`src/rtl/hc595_serializer.sv`:
```
// Continuously refreshes a chain of 74HC595s: snapshot the word, shift it MSB-first on
// DS/SHCP, pulse STCP, idle for a gap, repeat. OE# is held high until the first word is latched.
module hc595_serializer #(
   parameter int DATA_W  = 12,
   parameter int CLK_DIV = 4
) (
   input  logic              clk,
   input  logic              rst_n,
   input  logic [DATA_W-1:0] i_data,
   output logic              o_stcp,
   output logic              o_shcp,
   output logic              o_ds,
   output logic              o_oe,
   output logic              o_frame
);

   localparam int BW = (DATA_W > 1) ? $clog2(DATA_W) : 1;
   localparam int TW = (CLK_DIV > 1) ? $clog2(CLK_DIV) : 1;
   localparam logic [BW-1:0] BIT_LAST  = BW'(DATA_W - 1);
   localparam logic [TW-1:0] TICK_LAST = TW'(CLK_DIV - 1);

   typedef enum logic [2:0] {
      LOAD     = 3'd0,
      SHIFT_LO = 3'd1,
      SHIFT_HI = 3'd2,
      LATCH    = 3'd3,
      GAP      = 3'd4
   } state_t;

   state_t            state;
   state_t            state_n;
   logic [DATA_W-1:0] shreg;
   logic [DATA_W-1:0] shifted;
   logic [BW-1:0]     bit_cnt;
   logic [TW-1:0]     tick;
   logic              latched;
   logic              tick_done;
   logic              last_bit;
   logic              shift_step;
   logic              frame_now;

   assign tick_done  = (tick == TICK_LAST);
   assign last_bit   = (bit_cnt == BIT_LAST);
   assign shifted    = shreg << 1;
   assign shift_step = (state == SHIFT_HI) && tick_done && !last_bit;
   assign frame_now  = (state == LATCH) && tick_done;

   always_comb begin
      state_n = state;
      case (state)
         LOAD:     state_n = SHIFT_LO;
         SHIFT_LO: if (tick_done) state_n = SHIFT_HI;
         SHIFT_HI: if (tick_done) state_n = last_bit ? LATCH : SHIFT_LO;
         LATCH:    if (tick_done) state_n = GAP;
         GAP:      if (tick_done) state_n = LOAD;
         default:  state_n = LOAD;
      endcase
   end

   // Pin outputs are registered from the next state so they line up with the state itself.
   always_ff @(posedge clk or negedge rst_n) begin
      if (!rst_n) begin
         state   <= LOAD;
         shreg   <= '0;
         bit_cnt <= '0;
         tick    <= '0;
         latched <= 1'b0;
         o_stcp  <= 1'b0;
         o_shcp  <= 1'b0;
         o_ds    <= 1'b0;
         o_oe    <= 1'b1;
         o_frame <= 1'b0;
      end else begin
         state <= state_n;
         tick  <= (state == LOAD || tick_done) ? '0 : tick + 1'b1;
         if (state == LOAD) begin
            shreg   <= i_data;
            o_ds    <= i_data[DATA_W-1];
            bit_cnt <= '0;
         end else if (shift_step) begin
            shreg   <= shifted;
            o_ds    <= shifted[DATA_W-1];
            bit_cnt <= bit_cnt + 1'b1;
         end
         o_shcp  <= (state_n == SHIFT_HI);
         o_stcp  <= (state_n == LATCH);
         o_frame <= frame_now;
         if (frame_now) latched <= 1'b1;
         o_oe    <= ~(latched | frame_now);
      end
   end

endmodule

```
`config.mk`:
```
export PLATFORM = sky130hd
export DESIGN_NAME = hc595_serializer
export DESIGN_NICKNAME = d
export VERILOG_FILES = /design/src/rtl/hc595_serializer.sv
export SDC_FILE = /design/constraint.sdc
export NUM_CORES = 1
export LEC_CHECK = 0
export ABC_AREA = 0
export ABC_CLOCK_PERIOD_IN_PS = 2000
export CORE_ASPECT_RATIO = 0.8
export CORE_MARGIN = 4
export CORE_UTILIZATION = 45
export CTS_BUF_LIST = sky130_fd_sc_hd__clkbuf_8
export DETAILED_ROUTE_END_ITERATION = 8
export PLACE_DENSITY = 0.69
export SLEW_MARGIN = 40
export SYNTH_ARGS = -nofsm -noshare
export SYNTH_HDL_FRONTEND = slang
export SYNTH_SLANG_ARGS = --single-unit
```
`constraint.sdc`:
```
create_clock -name clk -period 2 [get_ports clk]
set_input_delay 0.4 -clock clk [delete_from_list [all_inputs] [get_ports clk]]
set_output_delay 0.4 -clock clk [all_outputs]
set_load 0.05 [all_outputs]
```
Word-level counts from Yosys, hierarchy flattened
Index checks and enable logic that the tools add are counted.
{"block": "op_classes", "n_bitwise": 2, "n_reduce_logical": 7, "n_mux": 13, "add_sub_neg": 2, "n_eq_ne": 8}
{"op": "11-bit 2-to-1 mux", "count": 2}
{"op": "3-bit case mux with 5 select lines", "count": 1}
{"op": "3-bit by 2-bit equality test with 1-bit output, second input constant", "count": 4}
{"op": "3-bit 2-to-1 mux", "count": 4}
{"op": "4-bit 2-to-1 mux", "count": 2}
{"op": "4-bit by 1-bit adder with 4-bit output, second input constant", "count": 1}
{"op": "4-bit equality test, second input constant", "count": 1}
{"op": "2-bit 2-to-1 mux", "count": 2}
{"op": "3-bit by 1-bit equality test with 1-bit output, second input constant", "count": 1}
{"op": "3-bit equality test, second input constant", "count": 1}
{"op": "1-bit logical AND", "count": 3}
{"op": "3-bit logical NOT", "count": 1}
{"op": "2-bit by 1-bit adder with 2-bit output, second input constant", "count": 1}
{"op": "2-bit equality test, second input constant", "count": 1}
{"op": "1-bit 2-to-1 mux", "count": 2}
{"op": "2-bit nonzero test", "count": 1}
{"op": "1-bit logical NOT", "count": 1}
{"op": "1-bit logical OR", "count": 1}
{"op": "1-bit NOT", "count": 1}
{"op": "1-bit OR", "count": 1}
{"block": "totals", "output_inout_bits": 5, "input_bits": 14, "ff_bits": 26}

Depth between registers and ports, before layout
Gate-level depths: netlist (run 1).
{"block": "depth", "ltp_word": 5, "ltp_mapped": 6, "mapped_depth_nobuf": 4}

Least setup slack after synthesis (run 1)
Ideal clock, no wire load.
{"block": "synth_timing", "kind": "flip-flop to flip-flop", "startpoint": "register tick[0]", "endpoint": "register shreg[10]", "setup_time_ps": 126, "t_arrival_ps": 1483, "required_time_ps": 1874, "path_slack_ps": 391, "path_stages_with_launch": 7, "path_cell_list": "dfrtp_1 -> ha_1 -> buf_2 -> and4bb_1 -> buf_6 -> and3_1 -> a221o_1"}
{"block": "synth_between", "elab_chain_cells": 4}
{"element": "from (decl)", "line": "35", "source": "logic [TW-1:0] tick;"}
{"element": "from (signal assigned)", "line": "75", "source": "tick <= (state == LOAD || tick_done) ? '0 : tick + 1'b1;"}
{"element": "2-bit equality test", "line": "42", "source": "assign tick_done = (tick == TICK_LAST);"}
{"element": "1-bit logical AND (2 in series)", "line": "45", "source": "assign shift_step = (state == SHIFT_HI) && tick_done && !last_bit;"}
{"element": "2-bit nonzero test (no source line)"}
{"element": "to (signal assigned)", "line": "77", "source": "shreg <= i_data;"}
{"element": "to (signal assigned)", "line": "81", "source": "shreg <= shifted;"}
{"element": "to (decl)", "line": "32", "source": "logic [DATA_W-1:0] shreg;"}
No other way between the ends.
A chain may end at the register's enable or synchronous reset.

Worst setup path after layout (run 1)
{"block": "layout_timing", "startpoint": "register o_ds", "endpoint": "output o_ds"}
{"element": "from (decl)", "line": "12", "source": "output logic o_ds,"}
{"element": "from (signal assigned)", "line": "78", "source": "o_ds <= i_data[DATA_W-1];"}
{"element": "from (signal assigned)", "line": "82", "source": "o_ds <= shifted[DATA_W-1];"}
No word-level cell between the ends.

==> results of run 1 <==
==> through the flow <==
step | utilization, % | setup slack, ps
detailed placement | 57.3 | 144
CTS | 60.1 | 144
floorplan | - | 391
global placement | 57.3 | 230
global route | 60.1 | 102
finish | 60.1 | 167
==> routing by layer <==
layer	vias to the layer above	global-route usage [%]	wire length, µm
met1	452	23.6	1230
met5	-	0	0
met2	18	26.2	1080
met4	0	5.17	14
met3	2	5.01	123
li1	437	-	-
==> cell families (layout without fill, tap and decap cells) <==
group / Yosys count / in the layout / share of synthesized area [%]
and+or+nand+nor: 42 / 42 / 21.7
buffers and inverters: 8 / 29 / 3.46
DFF: 26 / 26 / 54.6
AOI/OAI and AO/OA: 26 / 26 / 16.2
muxes: 1 / 1 / 0.942
adders and majority gates: 3 / 3 / 3.14
==> cell usage in the layout (no fill, tap or decap) <==
| cell | synthesis | layout |
|---|---|---|
| o21ai_0 | 6 | 6 |
| inv_1 | 2 | 2 |
| and4bb_2 | 0 | 1 |
| nand3_1 | 6 | 6 |
| or3_1 | 2 | 2 |
| dfstp_2 | 1 | 1 |
| nor3b_1 | 1 | 1 |
| and3b_1 | 1 | 1 |
| nor4b_1 | 1 | 1 |
| a21oi_1 | 4 | 4 |
| dfrtp_1 | 25 | 25 |
| and3_1 | 11 | 11 |
| or2_2 | 1 | 1 |
| nor3_2 | 1 | 1 |
| nor2b_1 | 3 | 3 |
| a31o_2 | 1 | 1 |
| o211ai_1 | 2 | 2 |
| nor2_1 | 2 | 2 |
| a211oi_1 | 1 | 1 |
| or4_1 | 1 | 1 |
| mux2_2 | 1 | 1 |
| bufinv_16 | 0 | 1 |
| clkbuf_8 | 0 | 3 |
| a21oi_2 | 1 | 1 |
| clkdlybuf4s50_1 | 0 | 17 |
| a221o_1 | 9 | 9 |
| nand2b_1 | 1 | 1 |
| a31oi_1 | 1 | 1 |
| nor3_1 | 1 | 1 |
| o21a_1 | 1 | 1 |
| ha_1 | 3 | 3 |
| nand3b_1 | 2 | 2 |
| nand2_1 | 6 | 6 |
| nand4bb_1 | 1 | 1 |
| buf_4 | 0 | 6 |
==> power groups by stage <==
stage / Clock (mW) / Combinational (mW) / Sequential (mW)
2_1_floorplan: 0 / 0.00620 / 0.548
3_3_place_gp: 0 / 0.0497 / 0.545
3_5_place_dp: 0 / 0.0501 / 0.546
4_1_cts: 0.449 / 0.0506 / 0.535
5_1_grt: 0.471 / 0.0543 / 0.537
6_report: 0.435 / 0.0495 / 0.535
==> area by class of cell <==
type                            instances  area share [%]
Clock buffer                            3            2.77
Clock inverter                          1            2.01
Inverter                                2           0.503
Multi-Input combinational cell         72            33.6
Sequential cell                        26            43.7
Tap cell                               36            3.02
Timing Repair Buffer                   23            14.4
==> path summary, 6_finish.rpt <==
path | from | endpoint | slack, ps
max in group asynchronous | rst_n | o_oe$_DFF_PN1_ | 1210
setup reg to reg | tick[0]$_DFF_PN0_ | bit_cnt[0]$_DFFE_PN0P_ | 200
hold / removal | latched$_DFFE_PN0P_ | o_oe$_DFF_PN1_ | 390
min in group asynchronous | rst_n | shreg[10]$_DFFE_PN0P_ | 490
setup / recovery | o_ds$_DFFE_PN0P_ | o_ds | 170
hold reg to reg | latched$_DFFE_PN0P_ | o_oe$_DFF_PN1_ | 390
==> flip-flops by register name (all words and copies together), names as in the netlist <==
| name | count |
|---|---|
| o_frame | 1 |
| o_shcp | 1 |
| state | 3 |
| o_stcp | 1 |
| tick | 2 |
| o_oe | 1 |
| shreg | 11 |
| latched | 1 |
| o_ds | 1 |
| bit_cnt | 4 |
==> flow_metrics.env, run 1 <==
export IMPL_final_cells=163
export IMPL_p_int_uw=829
export IMPL_die_w_um=65.6
export IMPL_cts_buffers=3
export IMPL_synth_cell_types=34
export IMPL_tightest_slew_ps=501
export IMPL_synth_main_ff_cell="dfrtp_1"
export IMPL_slowest_stage="clkdlybuf4s50_1"
export IMPL_cts_path_max_buffers=2
export IMPL_area_growth_pct=24.9
export IMPL_clockRootBuffer="clkbuf_8"
export IMPL_drt_iter0_markers=40
export IMPL_multi_input_area_um2=502
export IMPL_clk_latency_ps=270
export IMPL_grt_ovfl_total=0
export IMPL_arrival_ps=1430
export IMPL_num_rows=16
export IMPL_register_area_um2=652
export IMPL_synth_top_cell_area_share_pct=52.4
export IMPL_power_share_clock_pct=42.7
export IMPL_status="finished clean"
export IMPL_ant_nets=0
export IMPL_synth_net_count=123
export IMPL_start_util_pct=48.1
export IMPL_crit_fanout=2
export IMPL_die_area_um2=3550
export IMPL_ys_seq_area_share_pct=54.6
export IMPL_fin_crit_ps=1830
export IMPL_slew_headroom_pct=66.5
export IMPL_antennaDiodeCount=0
export IMPL_vias_per_cell=5.58
export IMPL_setup_viol=0
export IMPL_core_um2=2480
export IMPL_hold_viol_final=0
export IMPL_syn_inst=106
export IMPL_grt_setup_unrepaired="no"
export IMPL_cts_setup_buffers=0
export IMPL_seqPwrFrac_pct=52.5
export IMPL_dpl_cell_area_um2=1420
export IMPL_nFillCells=233
export IMPL_cts_resized=0
export IMPL_vdd_drop_max_uv=399
export IMPL_whs_ps=388
export IMPL_p_per_area_nw_per_um2=684
export IMPL_drive_gt1_share_pct=13.4
export IMPL_hold_class="reg -> reg"
export IMPL_cp_depth=1
export IMPL_grt_pass1_wl_um=4510
export IMPL_crit_path_cell_trace="clkdlybuf4s50_1"
export IMPL_synth_enable_flop_cells=0
export IMPL_crit_type="reg -> out"
export IMPL_antenna_found_initial=0
export IMPL_setup_worst_path_end_class="output pin"
export IMPL_drt_wirelength_per_cell_um=15.0
export IMPL_drc_errors=0
export IMPL_io_pin_count=19
export IMPL_worstPathBufferInverterCount=1
export IMPL_grt_pass1_vias=931
export IMPL_yosysMostFrequentCell="dfrtp_1"
export IMPL_die_height_um=54.1
export IMPL_swShare_pct=18.7
export IMPL_clkSlewWorstSetupHoldPaths_ps=90
export IMPL_synth_seq_cells=26
export IMPL_grt_max_degree=27
export IMPL_maxSlewViolCount=0
export IMPL_dp_final_hpwl_um=1710
export IMPL_ctsHtreeMaxLevel=1
export IMPL_syn_avg_cell_area_um2=11.3
export IMPL_worstPathRequired_ps=1600
export IMPL_critPathTopFamily="buffers and inverters"
export IMPL_synthTopCellsByArea="dfrtp_1 52%, a221o_1 7.5%, and3_1 5.8%, ha_1 3.1%, nand3_1 2.5%"
export IMPL_p_leak_nw=0.681
export IMPL_clock_sinks=26
export IMPL_io_buffers=18
export IMPL_worstSetupStartpointType="register"
export IMPL_fin_nets=145
export IMPL_drv_cap=0
export IMPL_synthArstFlopShare_pct=100
export IMPL_cts_tree="done"
export IMPL_synth_area_leader_cell="dfrtp_1"
export IMPL_dp_cells=159
export IMPL_syn_cell_area_um2=1190
export IMPL_max_stage_delay_ps=810
export IMPL_postCtsHoldBufs=0
export IMPL_synth_common_cells="25 x dfrtp_1, 11 x and3_1, 9 x a221o_1"
export IMPL_vias=909
export IMPL_p_comb_share_pct=4.9
export IMPL_fin_area_um2=1490
export IMPL_worst_clock_skew_ps=3.81
export IMPL_p_total_mw=1.02
export IMPL_wirelength_um=2440
export IMPL_reg2reg_depth=4
export IMPL_yosys_warnings=0
export IMPL_finalSetupTns_ps=0
export IMPL_track_usage_pct=17.1
export IMPL_max_freq_mhz=546
export IMPL_period_share_pct=91.6
export IMPL_p_sw_uw=191
export IMPL_dr_pass1_iters=4
export IMPL_min_path_cells=1
export IMPL_gp_congestion=0.858
Note: power is estimated with default switching activity, not from simulation.
==> inputs of run 2 (changes only) <==
Settings changed: ABC_CLOCK_PERIOD_IN_PS 2000 to 1700, CTS_CLUSTER_DIAMETER from default to 120, DONT_BUFFER_PORTS from default to 1, PLACE_DENSITY 0.69 to default.
Clock period 2 ns to 1.7 ns, I/O delays scaled along.
==> flow_metrics.env, run 2 (synthesis results as in run 1) <==
export IMPL_drt_iter0_markers=34
export IMPL_track_usage_pct=16.5
export IMPL_grt_setup_unrepaired="no"
export IMPL_dr_wl_met2_um=1220
export IMPL_finalSetupTns_ps=0
export IMPL_largest_reg_flops=11
export IMPL_tightest_slew_ps=489
export IMPL_status="finished clean"
export IMPL_wirelength_um=2550
export IMPL_fin_area_um2=1370
export IMPL_grt_pass1_vias=883
export IMPL_dp_final_hpwl_um=1800
export IMPL_largestRegisters="shreg: 11 flops, bit_cnt: 4 flops, state: 3 flops"
export IMPL_clock_sinks=26
export IMPL_clkSlewWorstSetupHoldPaths_ps=80
export IMPL_layout_commonest_cell="dfrtp_1"
export IMPL_maxSlewViolCount=0
export IMPL_worstPathRequired_ps=1860
export IMPL_drive_gt1_share_pct=18.3
export IMPL_dr_wl_met3_um=103
export IMPL_cts_tree="done"
export IMPL_area_growth_pct=14.6
export IMPL_antenna_found_initial=0
export IMPL_vias_per_cell=5.77
export IMPL_p_sw_uw=206
export IMPL_final_cell_mix="25 x dfrtp_1, 11 x and3_1, 9 x a221o_1, 9 x buf_4"
export IMPL_ctsHtreeMaxLevel=1
export IMPL_ant_nets=0
export IMPL_whs_ps=185
export IMPL_core_um2=2480
export IMPL_drt_wirelength_per_cell_um=16.9
export IMPL_p_comb_share_pct=2.6
export IMPL_setup_viol=0
export IMPL_die_height_um=54.1
export IMPL_top_register="shreg"
export IMPL_io_pin_count=19
export IMPL_dpl_cell_area_um2=1270
export IMPL_period_share_pct=93.0
export IMPL_slew_headroom_pct=67.4
export IMPL_grt_pass1_wl_um=4280
export IMPL_clk_latency_ps=270
export IMPL_num_rows=16
export IMPL_hold_class="in -> reg"
export IMPL_p_leak_nw=0.641
export IMPL_dr_pass1_iters=4
export IMPL_fin_nets=133
export IMPL_cts_path_max_buffers=2
export IMPL_clockRootBuffer="clkbuf_8"
export IMPL_worst_slack_ps=120
export IMPL_worstSetupStartpointType="register"
export IMPL_gp_congestion=0.764
export IMPL_p_per_area_nw_per_um2=735
export IMPL_vdd_drop_max_uv=431
export IMPL_drc_errors=0
export IMPL_vias=872
export IMPL_post_place_ws_ps=44.4
export IMPL_fin_crit_ps=1580
export IMPL_grt_ovfl_total=0
export IMPL_crit_fanout=7
export IMPL_die_w_um=65.6
export IMPL_crit_type="reg -> reg"
export IMPL_swShare_pct=20.5
export IMPL_worst_clock_skew_ps=5.75
export IMPL_max_freq_mhz=633
export IMPL_final_util_pct=55.1
export IMPL_antennaDiodeCount=0
export IMPL_grt_max_degree=27
export IMPL_setup_worst_path_end_class="register"
export IMPL_power_share_clock_pct=34.3
export IMPL_die_area_um2=3550
export IMPL_drt_met1_wl_um=1210
export IMPL_top_layer_used="met4"
export IMPL_cts_buffers=3
export IMPL_hold_viol_final=0
export IMPL_cts_setup_buffers=0
export IMPL_drv_cap=0
export IMPL_seqPwrFrac_pct=63.0
export IMPL_p_int_uw=799
export IMPL_io_buffers=0
export IMPL_arrival_ps=1740
export IMPL_start_util_pct=48.1
## run 2: cell types whose count changed in the layout (fill, tap and decap cells not counted)
| cell | change |
|---|---|
| clkdlybuf4s50_1 | -17 |
| buf_4 | +3 |
| and4bb_2 | -1 |
| and4bb_4 | +1 |
| buf_12 | +1 |
| bufinv_16 | -1 |
| dlygate4sd3_1 | +1 |
| inv_1 | +1 |
| nand4bb_1 | -1 |
| nand4bb_4 | +1 |
## run 2: final timing paths
path                                startpoint                      to  slack [ps]  cells past startpoint
max                          tick[0]$_DFF_PN0_   shreg[10]$_DFFE_PN0P_         120                      5
min                                  i_data[0]    shreg[0]$_DFFE_PN0P_         190                      2
max reg2reg                  tick[0]$_DFF_PN0_   shreg[10]$_DFFE_PN0P_         120                      5
min reg2reg                latched$_DFFE_PN0P_          o_oe$_DFF_PN1_         390                      1
max in group asynchronous                rst_n          o_oe$_DFF_PN1_         980                      2
min in group asynchronous                rst_n  bit_cnt[3]$_DFFE_PN0P_         490                      2
## run 2: final cells by class
cell class | count | area [µm²]
fillers | 234 | 1110
inverters | 2 | 7.51
multi-input cells | 72 | 522
clock inverters | 1 | 3.75
flip-flops and latches | 26 | 652
clock buffers | 3 | 41.3
repair buffers | 11 | 97.6
well taps | 36 | 45.0
## run 2: repair_timing
action | CTS | global route
hold buffers | 2 | 0
setup endpoints to repair | 0 | 11
endpoints found under the hold margin | 26 | 0
gates resized for setup | 0 | 4
## run 2: per-stage QoR
step | instances | power, mW
2_1_floorplan | 106 | 0.652
3_3_place_gp | 145 | 0.654
3_5_place_dp | 145 | 0.654
4_1_cts | 151 | 1.02
5_1_grt | 151 | 1.05
6_report | 151 | 1.01
## run 2: layer usage
layer	GRT usage [%]	vias to the layer above
met5	0	-
met4	6.55	0
met3	5.85	3
met2	25.5	12
met1	21.2	441
li1	-	416
## run 2: power by group through the flow
stage / logic, mW / clock network, mW / registers [mW]
final: 0.0264 / 0.345 / 0.634
after global placement: 0.00774 / 0 / 0.646
after CTS: 0.0278 / 0.360 / 0.634
after global routing: 0.0303 / 0.383 / 0.635
after floorplan: 0.00730 / 0 / 0.645
after detailed placement: 0.00818 / 0 / 0.646
## run 2: critical path, stage by stage, from the launching register on
cell and delay, ps:
dfrtp_1 420, ha_1 230, and4bb_4 240, buf_4 150
and3_1 180, a221o_1 250
==> inputs of run 3 (changes only) <==
Settings changed: PLACE_DENSITY from default to 0.58.
==> flow_metrics.env, run 3 (synthesis results as in run 1) <==
export IMPL_crit_start="tick[0]$_DFF_PN0_"
export IMPL_dp_cells=145
export IMPL_tightest_slew_ps=481
export IMPL_vias=870
export IMPL_cts_setup_buffers=0
export IMPL_ant_nets=0
export IMPL_nFillCells=233
export IMPL_worstSetupStartpointType="register"
export IMPL_clockRootBuffer="clkbuf_8"
export IMPL_setup_worst_path_end_class="register"
export IMPL_vdd_drop_max_uv=577
export IMPL_maxSlewViolCount=0
export IMPL_grt_max_degree=27
export IMPL_arrival_ps=1750
export IMPL_worst_clock_skew_ps=4.65
export IMPL_fin_nets=133
export IMPL_dp_final_hpwl_um=1640
export IMPL_status="finished clean"
export IMPL_core_um2=2480
export IMPL_die_w_um=65.6
export IMPL_p_total_mw=1.16
export IMPL_grt_pass1_wl_um=4220
export IMPL_p_leak_nw=0.647
export IMPL_cts_buffers=3
export IMPL_final_cells=151
export IMPL_gp_congestion=0.818
export IMPL_antennaDiodeCount=0
export IMPL_clk_latency_ps=270
export IMPL_max_freq_mhz=626
export IMPL_top_register="shreg"
export IMPL_grt_pass1_vias=877
export IMPL_num_rows=16
export IMPL_die_area_um2=3550
export IMPL_cts_path_max_buffers=2
export IMPL_reg2reg_depth=5
export IMPL_rr_endpoint="shreg[1]$_DFFE_PN0P_"
export IMPL_setup_viol=0
export IMPL_hold_viol_final=0
export IMPL_largestRegisters="shreg: 11 flops, bit_cnt: 4 flops, state: 3 flops"
export IMPL_clkSlewWorstSetupHoldPaths_ps=90
export IMPL_io_buffers=0
export IMPL_hold_class="in -> reg"
export IMPL_drv_cap=0
export IMPL_ctsHtreeMaxLevel=1
export IMPL_grt_setup_unrepaired="no"
export IMPL_hp_start="i_data[5]"
export IMPL_clock_sinks=26
export IMPL_largest_reg_flops=11
export IMPL_start_util_pct=48.1
export IMPL_finalSetupTns_ps=0
export IMPL_worstPathRequired_ps=1850
export IMPL_p_int_uw=952
export IMPL_final_cell_mix="25 x dfrtp_1, 11 x and3_1, 9 x a221o_1, 9 x buf_4"
export IMPL_p_sw_uw=210
export IMPL_antenna_found_initial=0
export IMPL_drc_errors=0
export IMPL_seqPwrFrac_pct=54.5
export IMPL_drt_iter0_markers=28
export IMPL_reg2reg_from="tick[0]$_DFF_PN0_"
export IMPL_drive_gt1_share_pct=18.3
export IMPL_p_comb_share_pct=2.3
export IMPL_grt_ovfl_total=0
export IMPL_layout_commonest_cell="dfrtp_1"
export IMPL_fin_crit_ps=1600
export IMPL_p_per_area_nw_per_um2=842
export IMPL_power_share_clock_pct=43.2
export IMPL_wirelength_um=2370
export IMPL_die_height_um=54.1
export IMPL_drt_wirelength_per_cell_um=15.7
export IMPL_crit_end="shreg[1]$_DFFE_PN0P_"
export IMPL_vias_per_cell=5.76
export IMPL_slew_headroom_pct=67.9
export IMPL_dr_pass1_iters=4
export IMPL_swShare_pct=18.1
export IMPL_ff2ff_setup_slack_ps=100
export IMPL_crit_type="reg -> reg"
export IMPL_io_pin_count=19
export IMPL_track_usage_pct=15.9
export IMPL_cts_tree="done"
export IMPL_area_growth_pct=15.5
export IMPL_crit_fanout=12
export IMPL_period_share_pct=93.9
[run 3: changes by cell type in the layout (fill, tap and decap cells not counted), sizes merged]
cell    previous run  this run
bufinv             0         1
inv                3         2
[run 3: cell type report]
cell class	instances	area, µm²	area share (%)
Clock buffer	3	41.3	2.99
Clock inverter	1	30.0	2.18
Inverter	2	7.51	0.544
Multi-Input combinational cell	72	507	36.7
Sequential cell	26	652	47.2
Tap cell	36	45.0	3.26
Timing Repair Buffer	11	97.6	7.07
[run 3: layer usage]
layer	GRT usage [%]	part of all wire [%]	wire [µm]	up-vias
li1	-	-	-	417
met4	2.07	0.34	8	0
met5	0	0	0	-
met2	26.6	46	1080	18
met3	5.01	5.3	126	2
met1	20.9	49	1150	433
[run 3: worst max-delay path: stages, from the launching register on]
cell      delay, ps
dfrtp_1         410
ha_1            230
and4bb_1        220
buf_4           170
and3_1          190
a221o_1         260
[run 3: power by group through the flow]
stage | logic [mW] | registers, mW | clock network (mW)
floorplan | 0.00730 | 0.645 | 0
global placement | 0.00761 | 0.646 | 0
detailed placement | 0.00825 | 0.646 | 0
CTS | 0.0278 | 0.634 | 0.520
global route | 0.0306 | 0.635 | 0.545
finish | 0.0267 | 0.634 | 0.502
[run 3: how the worst min path moves through the flow]
stage	slack (ps)	cells past startpoint	endpoint
6_report	180	2	shreg[5]$_DFFE_PN0P_
3_3_place_gp	50	0	shreg[8]$_DFFE_PN0P_
5_1_grt	170	2	shreg[5]$_DFFE_PN0P_
3_5_place_dp	50	0	shreg[9]$_DFFE_PN0P_
4_1_cts	180	2	shreg[5]$_DFFE_PN0P_
2_1_floorplan	40	0	bit_cnt[0]$_DFFE_PN0P_
[run 3: stage by stage]
| step | util (%) | worst slack, ps | hold WS [ps] | cell area, µm² |
|---|---|---|---|---|
| final | 55.6 | 103 | 180 | 1380 |
| after global placement | 51.3 | 167 | 45.0 | 1270 |
| after global routing | 55.6 | 16.8 | 174 | 1380 |
| after floorplan | - | 91.2 | 44.4 | 1190 |
| after CTS | 55.4 | 71.9 | 176 | 1380 |
| after detailed placement | 51.3 | 119 | 45.2 | 1270 |
[run 3: what timing repair did]
action	4_1_cts	5_1_grt
endpoints found under the setup margin	0	2
hold endpoints to repair	26	0
hold buffers	2	0
gates resized for setup	0	1
